==> src/rtl/biquad_cascade_seq.sv <==
// Time-multiplexed cascade of Direct-Form-I biquads: one shared multiplier, five MACs plus one
// update cycle per section. Define BIQUAD_SAT_EN to clamp section outputs and enable sat_flag.
module biquad_cascade_seq #(
    parameter int W        = 24,
    parameter int F        = 14,
    parameter int SECTIONS = 2
) (
    input  logic                clk,
    input  logic                reset,
    input  logic                in_valid,
    output logic                in_ready,
    input  logic [W-1:0]        in_data,
    output logic                out_valid,
    output logic [W-1:0]        out_data,
    input  logic                coef_we,
    input  logic [5:0]          coef_addr,
    input  logic [15:0]         coef_data,
    input  logic                clr_state,
    output logic                sat_flag
);
    localparam int PW   = W + 16;
    localparam int ACCW = W + 19;
    localparam int SW   = (SECTIONS > 1) ? $clog2(SECTIONS) : 1;
    localparam int NS   = 2 ** SW;
    localparam logic [5:0] NCOEF = 6'(5 * SECTIONS);

    typedef enum logic [1:0] {IDLE, MAC, UPDATE, DONE} state_t;

    state_t                 state, state_nx;
    logic [SW-1:0]          sec;
    logic [2:0]             k;
    logic signed [W-1:0]    x_cur;
    logic signed [ACCW-1:0] acc;
    logic signed [15:0]     coef [NS][5];
    logic signed [W-1:0]    x1 [NS];
    logic signed [W-1:0]    x2 [NS];
    logic signed [W-1:0]    y1 [NS];
    logic signed [W-1:0]    y2 [NS];
    logic signed [W-1:0]    mul_a;
    logic signed [15:0]     mul_b;
    logic signed [PW-1:0]   prod;
    logic signed [W-1:0]    q;
    logic                   q_clip;
    logic                   last_sec;
    logic                   out_valid_r;
    logic [W-1:0]           out_data_r;
    logic                   sat_flag_r;

    assign in_ready  = (state == IDLE);
    assign last_sec  = (sec == SW'(SECTIONS - 1));
    assign out_valid = out_valid_r;
    assign out_data  = out_data_r;
    assign sat_flag  = sat_flag_r;

    // State register
    always_ff @(posedge clk or posedge reset) begin
        if (reset) state <= IDLE;
        else       state <= state_nx;
    end

    // Next-state logic: five MAC cycles then one UPDATE per section
    always_comb begin
        state_nx = state;
        case (state)
            IDLE:    if (in_valid) state_nx = MAC;    else state_nx = IDLE;
            MAC:     if (k == 3'd4) state_nx = UPDATE; else state_nx = MAC;
            UPDATE:  if (last_sec) state_nx = DONE;   else state_nx = MAC;
            DONE:    state_nx = IDLE;
            default: state_nx = IDLE;
        endcase
    end

    // Shared multiplier operand select, ordered b0*x, b1*x1, b2*x2, a1*y1, a2*y2
    always_comb begin
        mul_a = x_cur;
        mul_b = 16'sd0;
        case (k)
            3'd0:    begin mul_a = x_cur;   mul_b = coef[sec][0]; end
            3'd1:    begin mul_a = x1[sec]; mul_b = coef[sec][1]; end
            3'd2:    begin mul_a = x2[sec]; mul_b = coef[sec][2]; end
            3'd3:    begin mul_a = y1[sec]; mul_b = coef[sec][3]; end
            3'd4:    begin mul_a = y2[sec]; mul_b = coef[sec][4]; end
            default: begin mul_a = x_cur;   mul_b = 16'sd0;       end
        endcase
    end

    assign prod = mul_a * mul_b;

`ifdef BIQUAD_SAT_EN
    logic signed [ACCW-1:0] q_full;
    assign q_full = acc >>> F;

    // Clamp when the bits above the W-bit sign are not a pure sign extension
    always_comb begin
        q      = q_full[W-1:0];
        q_clip = 1'b0;
        if ((&q_full[ACCW-1:W-1]) || !(|q_full[ACCW-1:W-1])) begin
            q = q_full[W-1:0];
        end else begin
            q_clip = 1'b1;
            q      = q_full[ACCW-1] ? {1'b1, {(W-1){1'b0}}} : {1'b0, {(W-1){1'b1}}};
        end
    end
`else
    // Wrap-around: keep the low W bits of acc >>> F
    always_comb begin
        q      = acc[F+W-1:F];
        q_clip = 1'b0;
    end
`endif

    // Datapath: coefficient RAM, delay lines, accumulator and output registers
    always_ff @(posedge clk or posedge reset) begin
        if (reset) begin
            sec         <= '0;
            k           <= 3'd0;
            x_cur       <= '0;
            acc         <= '0;
            out_valid_r <= 1'b0;
            out_data_r  <= '0;
            sat_flag_r  <= 1'b0;
            for (int s = 0; s < NS; s++) begin
                coef[s][0] <= 16'sd16384;
                coef[s][1] <= 16'sd0;
                coef[s][2] <= 16'sd0;
                coef[s][3] <= 16'sd0;
                coef[s][4] <= 16'sd0;
                x1[s] <= '0;
                x2[s] <= '0;
                y1[s] <= '0;
                y2[s] <= '0;
            end
        end else begin
            out_valid_r <= 1'b0;
            case (state)
                IDLE: begin
                    if (coef_we && (coef_addr < NCOEF)) begin
                        for (int s = 0; s < SECTIONS; s++) begin
                            for (int i = 0; i < 5; i++) begin
                                if (coef_addr == 6'(s * 5 + i)) coef[s][i] <= coef_data;
                            end
                        end
                    end
                    if (clr_state) begin
                        for (int s = 0; s < NS; s++) begin
                            x1[s] <= '0;
                            x2[s] <= '0;
                            y1[s] <= '0;
                            y2[s] <= '0;
                        end
                    end
                    if (in_valid) begin
                        x_cur <= in_data;
                        sec   <= '0;
                        k     <= 3'd0;
                        acc   <= '0;
                    end
                end
                MAC: begin
                    acc <= acc + {{3{prod[PW-1]}}, prod};
                    k   <= k + 3'd1;
                end
                UPDATE: begin
                    x2[sec]    <= x1[sec];
                    x1[sec]    <= x_cur;
                    y2[sec]    <= y1[sec];
                    y1[sec]    <= q;
                    x_cur      <= q;
                    acc        <= '0;
                    k          <= 3'd0;
                    sat_flag_r <= sat_flag_r | q_clip;
                    if (last_sec) begin
                        out_data_r  <= q;
                        out_valid_r <= 1'b1;
                    end else begin
                        sec <= sec + SW'(1);
                    end
                end
                DONE: begin
                end
                default: begin
                end
            endcase
        end
    end
endmodule

==> config.mk <==
export PLATFORM = sky130hd
export DESIGN_NAME = biquad_cascade_seq
export DESIGN_NICKNAME = d
export VERILOG_FILES = /design/src/rtl/biquad_cascade_seq.sv
export SDC_FILE = /design/constraint.sdc
export NUM_CORES = 2
export LEC_CHECK = 0
export BUFFER_PORTS_ARGS = -buffer_cell sky130_fd_sc_hd__buf_4
export CORE_MARGIN = 5
export CORE_UTILIZATION = 45
export DETAILED_ROUTE_END_ITERATION = 8
export PLACE_DENSITY = 0.71
export SLEW_MARGIN = 20
export SYNTH_ARGS = -nofsm -noshare
export SYNTH_HDL_FRONTEND = slang
export SYNTH_SLANG_ARGS = --single-unit
==> constraint.sdc <==
create_clock -name clk -period 26.7 [get_ports clk]
set_clock_uncertainty 0.05 [all_clocks]
set_input_delay 1.335 -clock clk [delete_from_list [all_inputs] [get_ports clk]]
set_output_delay 1.335 -clock clk [all_outputs]
set_load 0.05 [all_outputs]
==> results.sh <==
export IMPL_grt_pass1_wl_um=149000
export IMPL_clk_pin_slew_ps=60
export IMPL_ys_warn_count=0
export IMPL_synthCells=3363
export IMPL_cts_resized=0
export IMPL_run_status="complete, no violations"
export IMPL_multiInputGateArea_um2=21200
export IMPL_r2r_slack_ps=14980
export IMPL_hold_viol=0
export IMPL_reg2reg_depth=34
export IMPL_antenna_cells=0
export IMPL_fillCellCount=6826
export IMPL_cts_tree="yes"
export IMPL_maxSlewHeadroom=0.2173
export IMPL_fin_setup_tns_ps=0
export IMPL_drive_above_1_share=0.1412
export IMPL_yosys_top_cells_area="dfrtp_1 32%, fa_1 21%, mux2_2 7.5%"
export IMPL_clock_sinks=445
export IMPL_synth_edf_count=0
export IMPL_arrival_ps=12210
export IMPL_rsz0062_at_grt="false"
export IMPL_seq_area_frac_synth=0.3209
export IMPL_grt_start_max_net_pins=123
export IMPL_clock_latency_ps=600
export IMPL_wl_per_cell_um=20.64
export IMPL_antenna_found_initial=0
export IMPL_cts_made_buffers=44
export IMPL_crit_path_max_fanout=109
export IMPL_setup_viol=0
export IMPL_fmax_mhz=85.29
export IMPL_hpwlAfterDp_um=65570
export IMPL_critPathRequiredTime_ps=27180
export IMPL_r2r_end="acc[34]"
export IMPL_hp_start="out_data[13]"
export IMPL_finalMaxSlewViolations=0
export IMPL_port_buffers=76
export IMPL_detail_route_wirelength_um=91420
export IMPL_nNetsFinal=3914
export IMPL_min_period_ps=11720
export IMPL_final_cell_mix="442 x inv_1, 442 x dfrtp_1, 361 x fa_1"
export IMPL_crit_slowest_cell="dfrtp_4"
export IMPL_ys_types=65
export IMPL_ctsHoldBuffers=0
export IMPL_die_area_um2=82790
export IMPL_grt_overflow=0
export IMPL_cp_num_buf_inv=5
export IMPL_initial_core_util=0.4555
export IMPL_via_count=25390
export IMPL_crit_type="reg -> reg"
export IMPL_min_path_cells=2
export IMPL_synth_area_per_cell_um2=10.32
export IMPL_die_x_um=287.7
export IMPL_gp_congestion=0.9592
export IMPL_drt_pass1_iter_count=5
export IMPL_startpoint_type="flop"
export IMPL_die_h_um=287.7
export IMPL_synth_seq_cells=445
export IMPL_grt_pass1_vias=26400
export IMPL_drc=0
export IMPL_max_cap_viol_count=0
export IMPL_yosysTopAreaCellShare=0.3194
export IMPL_worst_pin_slew_ps=1173
export IMPL_async_flop_share=1.000
export IMPL_track_usage=0.2237
export IMPL_layout_area_seq_um2=11140
export IMPL_cp_top_family="adder cells"
export IMPL_areaGrowthSynthToFinish_pct=9.325
export IMPL_ys_flop_type="dfrtp_1"
export IMPL_cpPeakStageDelay_ps=1020
export IMPL_post_cts_buffers=0
export IMPL_hp_class="reg -> reg"
export IMPL_io_pins=78
export IMPL_ant_nets=0
export IMPL_cp_end_kind="flop"
export IMPL_cpMostUsedCell="fa_1"
export IMPL_clock_path_buffers=3
export IMPL_r2r_start="last_sec"
export IMPL_synth_net_count=3914
export IMPL_viasPerCell=5.732
export IMPL_drt_initial_drc_count=1948
export IMPL_cts_htree_levels=2
export IMPL_fp_row_count=101
export IMPL_timing_final_crit_share=0.4391
export IMPL_synth_top_area_cell="dfrtp_1"
export IMPL_coreArea_um2=76200
export IMPL_hold_end="out_data[13]"
export IMPL_root_buffer="clkbuf_16"
export IMPL_syn_area_um2=34710
==> worst register-to-register path, delay by kind of cell (launching register included) <==
family | cells | cell delay (ps)
compound gates | 10 | 3320
buf+inv | 5 | 640
fa+ha+maj | 8 | 3690
simple gates | 9 | 1980
mux | 1 | 720
flops | 1 | 1020
xor+xnor | 1 | 240
==> synthesized netlist by cell type, drive strengths merged (17+ instances only) <==
cell type	count
a211o	24
a21o	21
a21oi	93
a221oi	27
a22o	213
a22oi	32
and2	21
buf	64
clkbuf	123
dfrtp	443
fa	361
ha	139
inv	445
mux2	230
mux2i	105
nand2	303
nand2b	44
nand3	17
nor2	242
nor2b	29
nor3	38
o21ai	82
o22ai	22
or3	37
xnor2	52
==> cell type report <==
class,count,area share
sequential,445,0.2936
inverter,445,0.04428
clock inverter,18,0.006726
multi-input combinational,2286,0.5587
tap,1030,0.03396
timing repair buffer,141,0.02938
clock buffer,64,0.03337
==> cells by family after synthesis <==
kind of cell	Yosys count	synth area share
and+or+nand+nor	778	0.09978
DFF	445	0.3209
buffers and inverters	632	0.07058
muxes	335	0.1049
adders and majority gates	500	0.2583
AOI/OAI and AO/OA	604	0.1283
other	1	0.0001080
xor gates and xnor gates	68	0.01716
==> registers in the layout (all words and copies together) (netlist names) <==
name,cells
k,3
out_valid,1
state,2
x_cur,24
acc,38
x2,48
out_data,24
y1,48
x1,48
last_sec,1
y2,48
coef,160
==> layer usage <==
layer / global-route usage / routed length, um
met3: 0.03626 / 6195
met1: 0.3185 / 39620
met5: 0 / 0
met2: 0.3617 / 43380
met4: 0.05415 / 2229
==> per-stage QoR <==
stage	cell area [um2]	utilization	worst slack [ps]	hold slack, ps	instances
global placement	36370	0.4773	15450	410.9	4345
detailed placement	36370	0.4773	15280	418.5	4345
finish	37950	0.4980	14980	435.1	4429
global route	37950	0.4980	14580	449.1	4429
floorplan	34710	-	12920	405.1	3363
CTS	37890	0.4972	15240	436.0	4427
==> worst max path at each step <==
stage                  start      end  slack [ps]  depth (start not counted)
floorplan              reset   acc[0]       12920                          1
finish              last_sec  acc[34]       14980                         34
CTS                 last_sec  acc[34]       15240                         34
detailed placement  last_sec  acc[34]       15280                         34
global placement    last_sec  acc[34]       15450                         34
global route        last_sec  acc[36]       14580                         34
Power is not shown: default switching activity piles up to over one toggle a cycle in this logic, so the estimate is an artifact.
